--- src/rtl/bus_timer_pkg.sv ---
// Shared register map, CTRL/STATUS bit positions and reset constants for bus_timer.
package bus_timer_pkg;

  localparam logic [2:0] REG_CNT_LO = 3'd0;
  localparam logic [2:0] REG_CNT_HI = 3'd1;
  localparam logic [2:0] REG_CTRL   = 3'd2;
  localparam logic [2:0] REG_STATUS = 3'd3;
  localparam logic [2:0] REG_CMP_LO = 3'd4;
  localparam logic [2:0] REG_CMP_HI = 3'd5;

  localparam int CTRL_EN      = 0;
  localparam int CTRL_ONESHOT = 1;
  localparam int CTRL_IE      = 2;
  localparam int STAT_IF      = 0;
  localparam int STAT_RUN     = 7;

  localparam logic [7:0]  RST_SNAP = 8'h00;
  localparam logic [7:0]  RST_DOUT = 8'h00;
  localparam logic [15:0] RST_CMP  = 16'h0000;

  // Field order puts EN at bit 0 so a CTRL write is a straight cast of din[2:0].
  typedef struct packed {
    logic ie;
    logic oneshot;
    logic en;
  } ctrl_t;

endpackage

--- src/rtl/bus_timer_if.sv ---
// CPU-side bus bundle for bus_timer: master is the CPU/SoC, slave is the timer.
interface bus_timer_if;
  logic       cs;
  logic       we;
  logic [2:0] rs;
  logic [7:0] din;
  logic [7:0] dout;
  logic       irq;
  logic       pwm;

  modport master (output cs, we, rs, din, input dout, irq, pwm);
  modport slave  (input cs, we, rs, din, output dout, irq, pwm);
endinterface

--- src/rtl/bus_timer_prescaler.sv ---
// timer_prescaler: counts 0..PRESCALE-1 while enabled, ticks on the last count,
// holds while disabled; clr forces the count back to 0.
module timer_prescaler #(
  parameter int PRESCALE = 16
) (
  input  logic clk,
  input  logic rst,
  input  logic en,
  input  logic clr,
  output logic tick
);

  localparam int             W    = (PRESCALE > 1) ? $clog2(PRESCALE) : 1;
  localparam logic [W-1:0]   LAST = W'(PRESCALE - 1);

  logic [W-1:0] cnt_q, cnt_d;

  assign tick = en & (cnt_q == LAST);

  always_comb begin
    cnt_d = cnt_q;
    if (clr)       cnt_d = '0;
    else if (tick) cnt_d = '0;
    else if (en)   cnt_d = cnt_q + W'(1);
  end

  always_ff @(posedge clk) begin
    if (rst) cnt_q <= '0;
    else     cnt_q <= cnt_d;
  end

endmodule

--- src/rtl/bus_timer.sv ---
// bus_timer: 16-bit memory-mapped interval timer with level IRQ.
// Optional compare/PWM output is built only when TIMER_PWM_EN is defined.
module bus_timer
  import bus_timer_pkg::*;
#(
  parameter int          PRESCALE    = 16,
  parameter logic [15:0] RESET_LATCH = 16'hFFFF
) (
  input  logic        clk,
  input  logic        rst,
  bus_timer_if.slave  bus
);

  logic [15:0] latch_q, latch_d;
  logic [15:0] cnt_q, cnt_d;
  ctrl_t       ctrl_q, ctrl_d;
  logic        if_q, if_d;
  logic [7:0]  hi_snap_q, hi_snap_d;
  logic [7:0]  dout_q, dout_d;
  logic [7:0]  cmp_lo_rd, cmp_hi_rd;

  logic wr, rd_lo;
  logic wr_latch_lo, wr_latch_hi, wr_ctrl, wr_status;
  logic tick, term;

  assign wr          = bus.cs & bus.we;
  assign rd_lo       = bus.cs & ~bus.we & (bus.rs == REG_CNT_LO);
  assign wr_latch_lo = wr & (bus.rs == REG_CNT_LO);
  assign wr_latch_hi = wr & (bus.rs == REG_CNT_HI);
  assign wr_ctrl     = wr & (bus.rs == REG_CTRL);
  assign wr_status   = wr & (bus.rs == REG_STATUS);

  timer_prescaler #(.PRESCALE(PRESCALE)) u_prescaler (
    .clk  (clk),
    .rst  (rst),
    .en   (ctrl_q.en),
    .clr  (wr_latch_hi),
    .tick (tick)
  );

  // A full reload in the same cycle swallows the terminal event entirely.
  assign term = tick & (cnt_q == 16'h0000) & ~wr_latch_hi;

  always_comb begin
    latch_d   = latch_q;
    cnt_d     = cnt_q;
    ctrl_d    = ctrl_q;
    if_d      = if_q;
    hi_snap_d = hi_snap_q;

    if (wr_latch_lo) latch_d[7:0] = bus.din;

    if (tick) cnt_d = (cnt_q == 16'h0000) ? latch_q : cnt_q - 16'd1;

    // Clear first so a coincident terminal event leaves IF set.
    if (wr_status && bus.din[STAT_IF]) if_d = 1'b0;
    if (term) begin
      if_d = 1'b1;
      if (ctrl_q.oneshot) ctrl_d.en = 1'b0;
    end

    if (wr_ctrl) ctrl_d = ctrl_t'(bus.din[2:0]);

    if (wr_latch_hi) begin
      latch_d[15:8] = bus.din;
      cnt_d         = {bus.din, latch_q[7:0]};
      if_d          = 1'b0;
    end

    // Snapshot the high byte on a low-byte read so LO-then-HI is atomic.
    if (rd_lo) hi_snap_d = cnt_q[15:8];
  end

  always_comb begin
    dout_d = 8'h00;
    case (bus.rs)
      REG_CNT_LO: dout_d = cnt_q[7:0];
      REG_CNT_HI: dout_d = hi_snap_q;
      REG_CTRL:   dout_d = {5'b00000, ctrl_q};
      REG_STATUS: dout_d = {ctrl_q.en, 6'b000000, if_q};
      REG_CMP_LO: dout_d = cmp_lo_rd;
      REG_CMP_HI: dout_d = cmp_hi_rd;
      default:    dout_d = 8'h00;
    endcase
  end

  always_ff @(posedge clk) begin
    if (rst) begin
      latch_q   <= RESET_LATCH;
      cnt_q     <= RESET_LATCH;
      ctrl_q    <= '0;
      if_q      <= 1'b0;
      hi_snap_q <= RST_SNAP;
      dout_q    <= RST_DOUT;
    end else begin
      latch_q   <= latch_d;
      cnt_q     <= cnt_d;
      ctrl_q    <= ctrl_d;
      if_q      <= if_d;
      hi_snap_q <= hi_snap_d;
      dout_q    <= dout_d;
    end
  end

  assign bus.dout = dout_q;
  assign bus.irq  = if_q & ctrl_q.ie;

`ifdef TIMER_PWM_EN
  logic [15:0] cmp_q, cmp_d;
  logic        pwm_q, pwm_d;

  always_comb begin
    cmp_d = cmp_q;
    if (wr && bus.rs == REG_CMP_LO) cmp_d[7:0]  = bus.din;
    if (wr && bus.rs == REG_CMP_HI) cmp_d[15:8] = bus.din;
    pwm_d = ctrl_q.en & (cnt_q < cmp_q);
  end

  always_ff @(posedge clk) begin
    if (rst) begin
      cmp_q <= RST_CMP;
      pwm_q <= 1'b0;
    end else begin
      cmp_q <= cmp_d;
      pwm_q <= pwm_d;
    end
  end

  assign cmp_lo_rd = cmp_q[7:0];
  assign cmp_hi_rd = cmp_q[15:8];
  assign bus.pwm   = pwm_q;
`else
  assign cmp_lo_rd = 8'h00;
  assign cmp_hi_rd = 8'h00;
  assign bus.pwm   = 1'b0;
`endif

endmodule

--- src/flat_wrapper.sv ---
// flat-port wrapper written by rule: the top's interface ports become plain ports
module bus_timer_flat import bus_timer_pkg::*;
#(
  parameter int          PRESCALE    = 16,
  parameter logic [15:0] RESET_LATCH = 16'hFFFF
)
  (clk, rst, bus_cs, bus_we, bus_rs, bus_din, bus_dout, bus_irq, bus_pwm);
  bus_timer_if bus_i ();
  input  logic clk;
  input  logic rst;
  input wire logic [$bits(bus_i.cs)-1:0] bus_cs;
  input wire logic [$bits(bus_i.we)-1:0] bus_we;
  input wire logic [$bits(bus_i.rs)-1:0] bus_rs;
  input wire logic [$bits(bus_i.din)-1:0] bus_din;
  output wire logic [$bits(bus_i.dout)-1:0] bus_dout;
  output wire logic [$bits(bus_i.irq)-1:0] bus_irq;
  output wire logic [$bits(bus_i.pwm)-1:0] bus_pwm;
  assign bus_i.cs = bus_cs;
  assign bus_i.we = bus_we;
  assign bus_i.rs = bus_rs;
  assign bus_i.din = bus_din;
  assign bus_dout = bus_i.dout;
  assign bus_irq = bus_i.irq;
  assign bus_pwm = bus_i.pwm;
  bus_timer #(.PRESCALE(PRESCALE), .RESET_LATCH(RESET_LATCH)) u_core (.clk(clk), .rst(rst), .bus(bus_i));
endmodule
--- config.mk ---
export PLATFORM = sky130hd
export DESIGN_NAME = bus_timer_flat
export DESIGN_NICKNAME = d
export VERILOG_FILES = /design/src/rtl/bus_timer_pkg.sv /design/src/rtl/bus_timer_if.sv /design/src/rtl/bus_timer_prescaler.sv /design/src/rtl/bus_timer.sv /design/src/flat_wrapper.sv
export SDC_FILE = /design/constraint.sdc
export NUM_CORES = 1
export LEC_CHECK = 0
export ABC_AREA = 1
export BUFFER_PORTS_ARGS = -buffer_cell sky130_fd_sc_hd__clkbuf_2
export CORE_MARGIN = 4
export CORE_UTILIZATION = 40
export DETAILED_ROUTE_END_ITERATION = 16
export MAX_ROUTING_LAYER = met4
export PLACE_DENSITY = 0.62
export REMOVE_ABC_BUFFERS = 1
export SETUP_SLACK_MARGIN = 0.3
export SLEW_MARGIN = 10
export SYNTH_ARGS = -nofsm -noshare
export SYNTH_HDL_FRONTEND = slang
export SYNTH_SLANG_ARGS = --single-unit
--- constraint.sdc ---
create_clock -name clk -period 1.9 [get_ports clk]
set_input_delay 0.38 -clock clk [delete_from_list [all_inputs] [get_ports clk]]
set_output_delay 0.38 -clock clk [all_outputs]
set_load 0.005 [all_outputs]
# Word level (Yosys, flattened, before mapping)

Index checks and enable logic that the tools add are counted.

Register bits after elaboration: 56
Word-level logic and storage cells: 48
Bits of input ports: 15
Output and inout bits: 10

Bitwise operators: 13
Multiplexer cells: 9
Equality and inequality tests: 4
Reduce and logical (&&, ||, !) cells: 10
Add/sub/neg operators: 2

Operator list:

| cell                                               | number |
|---|---|
| two-way mux 16 bit                                 | 3 |
| one-hot mux 8 bit (4 select lines)                 | 1 |
| zero test 16 bit                                   | 1 |
| subtractor 16 x 1 -> 16 bit, second input constant | 1 |
| AND 1 bit                                          | 11 |
| nonzero test 2 bit                                 | 4 |
| == test 3 x 2 -> 1 bit, second input constant      | 2 |
| two-way mux 1 bit                                  | 5 |
| adder 4 x 1 -> 4 bit, second input constant        | 1 |
| == test 4 bit, second input constant               | 1 |
| == test 3 x 1 -> 1 bit, second input constant      | 1 |
| zero test 3 bit                                    | 1 |
| OR reduction 3 bit                                 | 1 |
| inverter 1 bit                                     | 2 |
| AND reduction 2 bit                                | 1 |
| OR reduction 2 bit                                 | 1 |
| logical AND 1 bit                                  | 1 |

# Depth between registers and ports, before layout

Word-level depth: 6
Mapped depth: 10
Gate-level depth less buffers: 10

# By module

Synthesis repeated with hierarchy kept, for this count alone.

Cell total of the unflattened synthesis: 422
Area total of the unflattened synthesis: 2829.0 µm²

By module, submodules not included:

| module          | sequential area each (µm²) | area an instance (µm²) | instances | cells an instance |
|---|---|---|---|---|
| bus_timer       | 1041.0                     | 2635.0                 | 1         | 396 |
| timer_prescaler | 80.1                       | 193.9                  | 1         | 26 |

# Least setup slack after synthesis

No wires, ideal clock.

Kind: reg-to-reg
From: register u_core.cnt_q[0]
To: register u_core.cnt_q[12]
Slack: 504 ps
Required time: 1778 ps
Data arrival time: 1274 ps
Setup time: 122 ps
Clock period less this slack: 1396 ps
Cell stages (with the launch flop): 11
Buffers on the path: 1
Cell sequence: dfxtp_1 -> inv_1 -> ha_1 -> nand3_1 -> nor2_1 -> nand2_4 -> nand2_8 -> buf_6 -> nand2_1 -> nand3_1 -> nand3_1

Longest elaborated chain between the ends: 4
Elaborated cells between the ends (all ways): 5
Those cells by class: 1 x add/sub; 3 x mux; 1 x reduce/logical

Ends and longest elaborated chain:

| item                                                            | RTL line        | source |
|---|---|---|
| start, declared                                                 | bus_timer.sv:15 | `logic [15:0] cnt_q, cnt_d;` |
| start signal, assigned                                          | bus_timer.sv:97 | `cnt_q <= cnt_d;` |
| subtractor 16 x 1 -> 16 bit or zero test 16 bit (tied branches) | bus_timer.sv:53 | `if (tick) cnt_d = (cnt_q == 16'h0000) ? latch_q : cnt_q - 16'd1;` |
| two-way mux 16 bit * (2 in series)                              | bus_timer.sv:53 |  |
| two-way mux 16 bit *                                            | bus_timer.sv:64 | `if (wr_latch_hi) begin` |

Every way passes the cells marked *; elsewhere a longest branch is shown, timed or not. The select of a mux whose other input is x is not followed.
A chain may end at the register's enable or synchronous reset.

# Final worst setup path

From: register u_core.cnt_q[6]
To: register u_core.cnt_q[2]

Longest elaborated chain between the ends: 4

Ends and longest elaborated chain:

| item                             | RTL line |
|---|---|
| zero test 16 bit                 | bus_timer.sv:53 |
| two-way mux 16 bit (2 in series) | bus_timer.sv:53 |
| two-way mux 16 bit               | bus_timer.sv:64 |

Every way passes these cells. The select of a mux whose other input is x is not followed.

==> metrics <==
arrival time at the worst endpoint 1.73 ns; synth warn 0; Top delay family on crit path simple AND/OR/NAND/NOR gates; Critical Path End Type flop; # port buffers 23; final wirelength 7930 um; H-tree depth 2; routability congestion estimate 1.01; Yosys reg bits 56; Root Buffer clkbuf_8; WP buf/inv 0; nets 477; DR iter-0 viols 191; row cnt 30; Static Leak 1.60 nW; critical path data required time 2.13 ns; mapped cell area 2870 um2; diode count 0; RSZ-0062 raised after global routing true; Post-synth top flop dfxtp_1; CTS Sinks 56; period utilization 0.792; R2R setup slack 0.40 ns; syn avg cell area 6.76 um2; largest cells by area after synthesis dfxtp_1 (39%), nand2_1 (14%), inv_1 (7.1%), nand3_1 (7.0%), nor2_1 (5.5%); Worst Setup Start Kind flop; Max VDD drop 0.324 mV; Critical Path Fanout Max 8; worst hold-check path type input port to flop; CTS Buf Count 5; crit-path cells nor2_2 > nand2_1 > nor2_4 > nand2_4 > nand2_4 > nand2_1 > nand3_1 > nand2_1; Setup Viol. Count Final 0; WL per Instance 14.3 um; Seq/Total Area, Yosys 0.391; worst skew pair latency 0.32 ns; grt total ovfl 0; status finished clean; Area growth, synth to finish 16.1%; DRC 0; share of cells above drive strength 1 0.183; reg-to-reg critical path startpoint u_core.cnt_q[6]; io pins 25; Worst Hold End u_core.latch_q[5]; Tot Pwr 2.05 mW; largest net degree at the start of global routing 20; Crit Reg-Reg Endpoint u_core.cnt_q[2]; f_max 665 MHz; # hold bufs at CTS 0; slowest CP cell dfxtp_1; fin util 0.485; Detail Route Antenna Nets 0; Clock transition at path regs 0.11 ns; die width 92.7 um; setup TNS 0 ns; number of flops mapped to enable cells by yosys 0; CTS tree yes; Post-synth ARST share 0; vias in the first global route 2,560; Initial Utilization 0.417; Final min period 1.50 ns; Slew Viols, Final 0; fill cell count 740; Pwr Density 616 nW/um2; total track usage 0.192; cell count after synthesis 424; first-pass GRT wire length 12,600 um; crit path kind flop to flop; Synth area leader dfxtp_1; Worst path max stage delay 0.39 ns; CTS Buffer Depth 2; Synth cell types 33; Max Cap Viol 0; CP dominant cell by count nand2_1; routed via count 2,771; Final Hold Fails 0; DR pass1 iterations 4; initial antenna violation count 0; Die ar. 8580 um2; Hold Path Depth 3; FF-to-FF path depth 8; hold_sp bus_din[5]; HPWL after detailed placement 5810 um; core box area 6870 um2; Vias/cell 4.98; Layout Skew 0.00898 ns; Yosys top cell area share 0.391; Chip Height 92.7 um
-- sequential cells by signal, summed over array words and instances, names as in the netlist --
name                      cells
u_core.latch_q               16
u_core.if_q                   1
u_core.u_prescaler.cnt_q      4
u_core.hi_snap_q              8
u_core.bus.dout               8
u_core.cnt_q                 16
u_core.ctrl_q                 3
-- per-stage QoR --
step / area (um2) / setup WS, ns / instances / hold slack, ns
2_1_floorplan: 2760 / 0.287 / 409 / 0.421
3_3_place_gp: 3090 / 0.257 / 539 / 0.435
3_5_place_dp: 3090 / 0.241 / 539 / 0.442
4_1_cts: 3230 / 0.296 / 553 / 0.288
5_1_grt: 3330 / 0.293 / 556 / 0.307
6_report: 3330 / 0.395 / 556 / 0.286
-- cell usage in the layout (no fill, tap or decap), types with 3 or more instances in the layout --
cell / instances
nand3_2: 3
o21ai_0: 31
o211ai_1: 8
a21oi_1: 30
nor2_2: 7
nand3_1: 38
inv_1: 52
nand4_1: 7
inv_2: 6
dfxtp_1: 54
buf_4: 16
nor2_1: 36
nand2_4: 4
nand2_2: 3
clkbuf_2: 23
nor2_4: 6
nand2_1: 107
clkbuf_8: 5
-- worst reg2reg max path, delay by kind of cell (launching register included) --
kind             cells  cell delay [ns]
AND/OR/NAND/NOR      8             1.03
flip-flops           1             0.39
-- worst max-delay path by stage --
stage | start | end | slack, ns | cells past startpoint
after floorplan | bus_rs[2] | u_core.cnt_q[11] | 0.29 | 8
after global placement | u_core.cnt_q[0] | u_core.cnt_q[8] | 0.26 | 8
after detailed placement | u_core.u_prescaler.cnt_q[0] | u_core.cnt_q[3] | 0.24 | 9
after CTS | u_core.u_prescaler.cnt_q[0] | u_core.cnt_q[3] | 0.30 | 9
after global routing | u_core.u_prescaler.cnt_q[0] | u_core.cnt_q[3] | 0.29 | 9
final | u_core.cnt_q[6] | u_core.cnt_q[2] | 0.40 | 8
-- where the power goes --
part	switching, mW	internal [mW]	leakage [nW]
Sequential	0.0154	1.20	0.456
Clock	0.420	0.266	0.0485
Combinational	0.0985	0.0540	1.09
Total	0.533	1.52	1.60
-- synthesized netlist by cell type (3+ instances only) --
cell	n
a21oi_1	30
buf_4	5
buf_6	3
clkbuf_1	5
dfxtp_1	56
ha_1	3
inv_1	54
inv_2	4
nand2_1	108
nand2_2	3
nand3_1	40
nand4_1	7
nor2_1	42
nor2_2	5
o211ai_1	8
o21ai_0	31
-- layout make-up --
cell class              count  area, um2  share of cell area
multi-input cells         296       1510               0.452
flip-flops and latches     56       1120               0.338
repair buffers             41        267              0.0801
inverters                  59        221              0.0665
well taps                  96        120              0.0361
clock buffers               5       68.8              0.0207
clock inverters             3       22.5             0.00677
-- metal layers --
layer,vias to the layer above,share of wire,global-route usage
met5,-,0,-
met4,0,0.025,0.0647
met3,15,0.065,0.0317
met2,77,0.45,0.309
met1,1253,0.46,0.244
li1,1426,-,-
-- what timing repair did --
action	CTS	global route
gates cloned	0	2
gates resized for setup	3	20
buffers inserted	6	1
pin swaps	1	6
endpoints found under the setup margin	15	20
-- logic make-up (layout without fill, tap and decap cells) --
logic type / count (synthesis) / after routing / share of synthesized area
simple gates: 214 / 216 / 0.331
xor+xnor: 3 / 3 / 0.00917
compound gates: 73 / 73 / 0.139
flops: 56 / 56 / 0.391
buf+inv: 74 / 108 / 0.115
other cells: 1 / 1 / 0.00131
fa+ha+maj: 3 / 3 / 0.0131
Note: power is estimated with default switching activity, not from simulation.
